File: src/rtl/wb_unit_pkg.sv
// Shared writeback types: lane entry layout, load size encoding and lane limits.
package wb_unit_pkg;

    localparam int unsigned NLANE_MAX = 4;
    localparam int unsigned XLEN_MAX  = 64;

    typedef enum logic [1:0] {
        MsByte  = 2'd0,
        MsHalf  = 2'd1,
        MsWord  = 2'd2,
        MsDword = 2'd3
    } msize_e;

    typedef struct packed {
        logic                valid;
        logic                regwrite;
        logic [4:0]          dst;
        logic [XLEN_MAX-1:0] result;
        logic [XLEN_MAX-1:0] pc;
    } wb_lane_t;

endpackage

File: src/rtl/wb_load_ext.sv
// Load result extension: truncates readdata to the access size, then sign/zero-extends.
// Instantiated by wb_unit only when WB_LOAD_EXT_EN is defined.
module wb_load_ext
    import wb_unit_pkg::*;
#(
    parameter int unsigned XLEN = 64
) (
    input  logic [XLEN-1:0] readdata,
    input  logic [1:0]      msize,
    input  logic            msign,
    output logic [XLEN-1:0] ext
);

    int unsigned     bits;
    logic [XLEN-1:0] shifted;

    always_comb begin
        bits    = 64;
        shifted = readdata;
        ext     = readdata;
        unique case (msize_e'(msize))
            MsByte:  bits = 8;
            MsHalf:  bits = 16;
            MsWord:  bits = 32;
            default: bits = 64;
        endcase
        // Shift the field to the top, then back down arithmetically or logically.
        if (bits < XLEN) begin
            shifted = readdata << (XLEN - bits);
            if (msign) begin
                ext = $signed(shifted) >>> (XLEN - bits);
            end else begin
                ext = shifted >> (XLEN - bits);
            end
        end
    end

endmodule

File: src/rtl/wb_unit.sv
// Writeback unit: 2-entry bundle FIFO feeding the register file, with retired-instruction count.
// Optional load extension is compiled in under WB_LOAD_EXT_EN.
module wb_unit
    import wb_unit_pkg::*;
#(
    parameter int unsigned NLANE = 2,
    parameter int unsigned XLEN  = 64
) (
    input  logic                  clk,
    input  logic                  reset,
    input  logic                  in_valid,
    output logic                  in_ready,
    input  logic [NLANE-1:0]      in_lane_valid,
    input  logic [NLANE-1:0]      in_memtoreg,
    input  logic [NLANE-1:0]      in_regwrite,
    input  logic [NLANE-1:0]      in_msign,
    input  logic [NLANE*5-1:0]    in_dst,
    input  logic [NLANE*2-1:0]    in_msize,
    input  logic [NLANE*XLEN-1:0] in_aluout,
    input  logic [NLANE*XLEN-1:0] in_readdata,
    input  logic [NLANE*XLEN-1:0] in_pc,
    input  logic                  flush,
    output logic                  out_valid,
    input  logic                  rf_ready,
    output logic [NLANE-1:0]      rf_wen,
    output logic [NLANE*5-1:0]    rf_waddr,
    output logic [NLANE*XLEN-1:0] rf_wdata,
    output logic [NLANE*XLEN-1:0] out_pc,
    output logic [NLANE-1:0]      out_lane_valid,
    output logic [63:0]           instret
);

    logic [1:0]      count_q, count_d;
    logic            wr_ptr_q, rd_ptr_q;
    logic [63:0]     instret_q, instret_d;
    logic            push, pop;
    logic [2:0]      retire_cnt;
    wb_lane_t        fifo_q   [2][NLANE];
    wb_lane_t        in_ent   [NLANE];
    wb_lane_t        head     [NLANE];
    logic [XLEN-1:0] load_val [NLANE];
    logic [XLEN-1:0] lane_res [NLANE];
    logic [NLANE-1:0] base_wen, kill_wen;

    for (genvar i = 0; i < NLANE; i++) begin : g_lane
`ifdef WB_LOAD_EXT_EN
        wb_load_ext #(
            .XLEN(XLEN)
        ) u_load_ext (
            .readdata(in_readdata[i*XLEN +: XLEN]),
            .msize   (in_msize[i*2 +: 2]),
            .msign   (in_msign[i]),
            .ext     (load_val[i])
        );
`else
        assign load_val[i] = in_readdata[i*XLEN +: XLEN];
`endif
        assign lane_res[i] = in_memtoreg[i] ? load_val[i] : in_aluout[i*XLEN +: XLEN];

        always_comb begin
            in_ent[i] = '{
                valid:    in_lane_valid[i],
                regwrite: in_regwrite[i],
                dst:      in_dst[i*5 +: 5],
                result:   XLEN_MAX'(lane_res[i]),
                pc:       XLEN_MAX'(in_pc[i*XLEN +: XLEN])
            };
        end
    end

`ifndef WB_LOAD_EXT_EN
    logic unused_load_cfg;
    assign unused_load_cfg = ^{in_msize, in_msign};
`endif

    assign in_ready  = (count_q < 2'd2);
    assign out_valid = (count_q != 2'd0);
    assign push      = in_valid & in_ready;
    assign pop       = out_valid & rf_ready;
    assign instret   = instret_q;

    always_comb begin
        retire_cnt = '0;
        for (int i = 0; i < int'(NLANE); i++) begin
            retire_cnt = retire_cnt + 3'(out_lane_valid[i]);
        end
        count_d   = count_q;
        instret_d = instret_q;
        if (flush) begin
            count_d = 2'd0;
        end else begin
            if (push && !pop) count_d = count_q + 2'd1;
            if (!push && pop) count_d = count_q - 2'd1;
            if (pop) instret_d = instret_q + 64'(retire_cnt);
        end
    end

    always_ff @(posedge clk or posedge reset) begin
        if (reset) begin
            count_q   <= 2'd0;
            wr_ptr_q  <= 1'b0;
            rd_ptr_q  <= 1'b0;
            instret_q <= '0;
            for (int e = 0; e < 2; e++) begin
                for (int i = 0; i < int'(NLANE); i++) begin
                    fifo_q[e][i] <= '0;
                end
            end
        end else begin
            count_q   <= count_d;
            instret_q <= instret_d;
            if (flush) begin
                wr_ptr_q <= 1'b0;
                rd_ptr_q <= 1'b0;
            end else begin
                if (push) begin
                    for (int i = 0; i < int'(NLANE); i++) begin
                        fifo_q[wr_ptr_q][i] <= in_ent[i];
                    end
                    wr_ptr_q <= ~wr_ptr_q;
                end
                if (pop) rd_ptr_q <= ~rd_ptr_q;
            end
        end
    end

    // Outputs are zero whenever the FIFO is empty, so reset forces them low immediately.
    always_comb begin
        rf_waddr       = '0;
        rf_wdata       = '0;
        out_pc         = '0;
        out_lane_valid = '0;
        base_wen       = '0;
        kill_wen       = '0;
        for (int i = 0; i < int'(NLANE); i++) begin
            head[i]           = fifo_q[rd_ptr_q][i];
            out_lane_valid[i] = out_valid & head[i].valid;
            base_wen[i]       = out_lane_valid[i] & head[i].regwrite & (head[i].dst != 5'd0);
            if (out_valid) begin
                rf_waddr[i*5 +: 5]    = head[i].dst;
                rf_wdata[i*XLEN +: XLEN] = head[i].result[XLEN-1:0];
                out_pc[i*XLEN +: XLEN]   = head[i].pc[XLEN-1:0];
            end
        end
        // A younger lane writing the same register supersedes the older one.
        for (int i = 0; i < int'(NLANE); i++) begin
            for (int j = i + 1; j < int'(NLANE); j++) begin
                if (base_wen[j] && (head[j].dst == head[i].dst)) kill_wen[i] = 1'b1;
            end
        end
        rf_wen = base_wen & ~kill_wen;
    end

endmodule

File: config.mk
export PLATFORM = sky130hd
export DESIGN_NAME = wb_unit
export DESIGN_NICKNAME = d
export VERILOG_FILES = /design/src/rtl/wb_unit_pkg.sv /design/src/rtl/wb_load_ext.sv /design/src/rtl/wb_unit.sv
export SDC_FILE = /design/constraint.sdc
export NUM_CORES = 1
export LEC_CHECK = 0
export ABC_AREA = 1
export BUFFER_PORTS_ARGS = -buffer_cell sky130_fd_sc_hd__clkbuf_2
export CORE_AREA = 10 10 281 283
export CTS_CLUSTER_SIZE = 20
export DETAILED_ROUTE_END_ITERATION = 12
export DIE_AREA = 0 0 291 293
export GPL_TIMING_DRIVEN = 0
export HOLD_SLACK_MARGIN = 0.08
export PLACE_DENSITY = 0.61
export SLEW_MARGIN = 20
export SYNTH_ARGS = -nofsm -noshare
export SYNTH_HDL_FRONTEND = slang
export SYNTH_HIERARCHICAL = 1
export SYNTH_SLANG_ARGS = --single-unit
export TNS_END_PERCENT = 20
File: constraint.sdc
create_clock -name clk -period 30.3 [get_ports clk]
set_input_delay 1.515 -clock clk [delete_from_list [all_inputs] [get_ports clk]]
set_output_delay 1.515 -clock clk [all_outputs]
set_load 0.02 [all_outputs]
==> summary.md <==
| Metric | Value |
|---|---|
| Most common cell on crit path | buf_2 |
| CP max FO | 10 |
| Critical Path Sink | out_pc[20] |
| Slowest stage delay, CP | ~0.46 ns |
| Switching Power | around 1.5 mW |
| Flop pwr share | a little under two fifths |
| Placed Cells | 5468 |
| Vias | approximately 28000 |
| CP startpoint | rd_ptr_q |
| Kind of critical path | reg2out |
| Pleak | ~19 nW |
| Final Setup Violations | 0 |
| Number of max-cap violations | 0 |
| Antenna violations before repair | 15 |
| Sink Count | 608 |
| Switch share | between 40% and 50% |
| Hpwl dp | between 90 and 100 mm |
| Yosys Warn Count | 6 |
| 1st-iter DRT viols | 1922 |
| Normalized max-slew margin | 29.20% |
| H-Tree Depth | 3 |
| Syn Std Cell Area | slightly below 30000 um2 |
| Flop-to-flop setup slack | 26.81 ns |
| Clock Tree Buf Depth | 3 |
| Core ar. | 73570 um2 |
| Sum Neg Setup Slack | 0 ns |
| Pwr Density | about 100 nW/um2 |
| Final period demand of the worst path | roughly 4.5 ns |
| Slowest cell on crit path | clkbuf_1 |
| Reg clk slew, reported paths | 0.06 ns |
| Status | finished clean |
| Cts hold-fix bufs | 0 |
| FF+latch area | 15210 um2 |
| Worst vdd ir | 0.05845 mV |
| Setup WS post-layout | 25.80 ns |
| Clk_skew | ~0.021 ns |
| Clock Power Share | between 20 and 25% |
| P&R area growth vs syn | 24.79% |
| # DRC | 0 |
| Met3 routed WL | between 8 and 9 mm |
| Die span in y | 293 um |
| Unique masters post-synth | 30 |
| Critical Path Sink Type | output pin |
| Hold Crit Class | reg2reg |
| Unrepaired setup endpoints after global routing | no |
| Area occupied by multi-input gates | 12110 um2 |
| Top layer in use | met5 |
| DR WL met2 | 57.47 mm |
| FF-to-FF End | instret[52] |
| Fin nets | 4984 |
| Tot GR Track Use | roughly a quarter |
| Starting Density | 40.08% |
| Post-Synthesis Cells | between 3000 and 4000 |
| TritonCTS clock tree | built |
| Crit-path cells | buf_2, buf_2, buf_2, clkbuf_1, nand2_1, a21oi_1, clkbuf_2 |
| Final GP Congestion | ~0.90 |
| Met1 WL | around 48 mm |
| Global-route wire length before repair | around 180 mm |
| Syn_nets | roughly 4200 |
| Die X | 291 um |
| Seq/Total Area, Yosys | between 50% and 60% |
| Hold Vio Cnt, Final | 0 |
| Internal Power | about 2.1 mW |
| Total CTS buffers | 70 |
| Io pins | approximately 750 |
| WL per Instance | ~21 um |
| Fmax | between 200 and 250 MHz |
| Overflow after GRT | 0 |
| Drt total wl | around 120 mm |
| Worst EP required | roughly 29 ns |
| Reg-to-Reg Start | rd_ptr_q |
| Critical path buffers and inverters | 5 |
| Startpoint Class | flop |
| Fin cells | 5593 |
| Crit path depth | 7 |
| Die area | 85260 um2 |
| Port Buf Inserts | 738 |
| Setup bufs post-CTS | 0 |
| Worst Max-Slew Pin Slew | ~1.1 ns |
| Antenna-violating nets left | 0 |
| Worst r2r path cells | 14 |
| Share of cells above drive strength 1 | ~24% |
| Via density | just over 5 |
| Combinational power share | between 40% and 50% |
| Slew Viols, Final | 0 |
| Flops & latches, synth | 608 |
| Pre-CTS setup slack | about 26 ns |
| Fillcell total | around 7400 |
| Pre-antenna DRT Iters | 5 |
| Vias in the first global route | between 20000 and 30000 |
| Arrival time worst endpoint | a little under 3 ns |
| Clock Latency Late Sink | between 0.6 and 0.7 ns |
| Mean post-synth cell area | ~7.9 um2 |
| Largest net degree at the start of global routing | 98 |
| Final period utilization | 14.85% |
| CTS resizes | 0 |
| CP top delay family | buffers and inverters |
| CTS root buf | clkbuf_16 |
| Row Count | 100 |
-- per-layer routing --
layer | vias to the layer above | track usage, %
li1 | 13460 | -
met1 | 13580 | 32.74
met2 | 961 | 45.49
met3 | 186 | 7.151
met4 | 14 | 7.658
met5 | - | 0
-- cells by family (layout without fill, tap and decap cells) --
logic type	count (synthesis)	after routing	share of synthesized area (%)
simple gates	1712	1712	22.60
compound gates	735	735	12.48
flops	608	608	51.60
buf+inv	536	1402	7.345
mux	128	128	4.888
xor+xnor	33	33	0.9802
fa+ha+maj	2	2	0.1103
other cells	0	4	0
-- synth_stat cells (all sizes together) --
cell type	instances	area, um2
a21oi	259	1296
and2	4	25.02
buf	128	634.4
clkbuf	96	360.4
dfrtp	608	15210
fa	1	20.02
ha	1	12.51
inv	312	1171
mux2	128	1441
nand2	1507	5677
nand3	35	180.2
nand3b	15	112.6
nand4	6	37.54
nor2	132	550.5
nor3	12	76.33
o21ai	476	2382
or2	1	6.260
xnor2	17	148.9
xor2	16	140.1
-- layout by cell type (no fill, tap or decap), drive strengths merged --
cell	Yosys	layout
nand2	1507	1507
clkbuf	96	943
dfrtp	608	608
o21ai	476	476
inv	312	315
a21oi	259	259
buf	128	135
nor2	132	132
mux2	128	128
nand3	35	35
xnor2	17	17
xor2	16	16
nand3b	15	15
nor3	12	12
clkinv	0	7
nand4	6	6
diode	0	4
and2	4	4
bufinv	0	2
or2	1	1
fa	1	1
ha	1	1
-- tightest hold or removal path, delay by kind of cell, from the launching register on --
| kind | cells | cell delay [ns] |
|---|---|---|
| DFF | 1 | 0.33 |
| and+or+nand+nor | 2 | 0.11 |
-- final cells by class --
type / count / share of cell area, %
flip-flops and latches: 608 / 41.35
multi-input cells: 2610 / 32.90
repair buffers: 745 / 10.56
clock buffers: 109 / 5.573
well taps: 969 / 3.295
inverters: 312 / 3.203
plain buffers: 224 / 2.703
clock inverters: 12 / 0.3910
diodes: 4 / 0.02720
-- worst min-delay path by stage --
stage / start / to / slack (ns) / cells after the start
after detailed placement: fifo_q[377] / fifo_q[377] / 0.46 / 2
after floorplan: fifo_q[130] / fifo_q[130] / 0.44 / 2
after global placement: fifo_q[365] / fifo_q[365] / 0.46 / 2
after global routing: fifo_q[342] / fifo_q[342] / 0.48 / 2
final: fifo_q[481] / fifo_q[481] / 0.47 / 2
after CTS: fifo_q[377] / fifo_q[377] / 0.48 / 2
-- state kept, by name, summed over array words and instances (netlist names) --
register	count
wr_ptr_q	1
count_q	2
instret	64
rd_ptr_q	1
fifo_q	540
-- per-stage QoR --
step	hold WS, ns	instance area [um2]	utilization, %	total power, mW
final	0.4725	36800	50.02	3.621
after global routing	0.4829	36800	50.01	3.873
after CTS	0.4755	36790	50.00	3.649
after detailed placement	0.4596	34590	47.02	2.811
after global placement	0.4559	34390	46.75	2.791
after floorplan	0.4422	29490	-	2.229
-- power by group through the flow --
stage	clock (mW)	combinational (mW)	sequential (mW)
finish	0.826	1.45	1.34
global route	0.874	1.62	1.38
CTS	0.842	1.47	1.34
detailed placement	0	1.46	1.35
global placement	0	1.44	1.35
floorplan	0	0.912	1.32
Note: power is estimated with default switching activity, not from simulation.
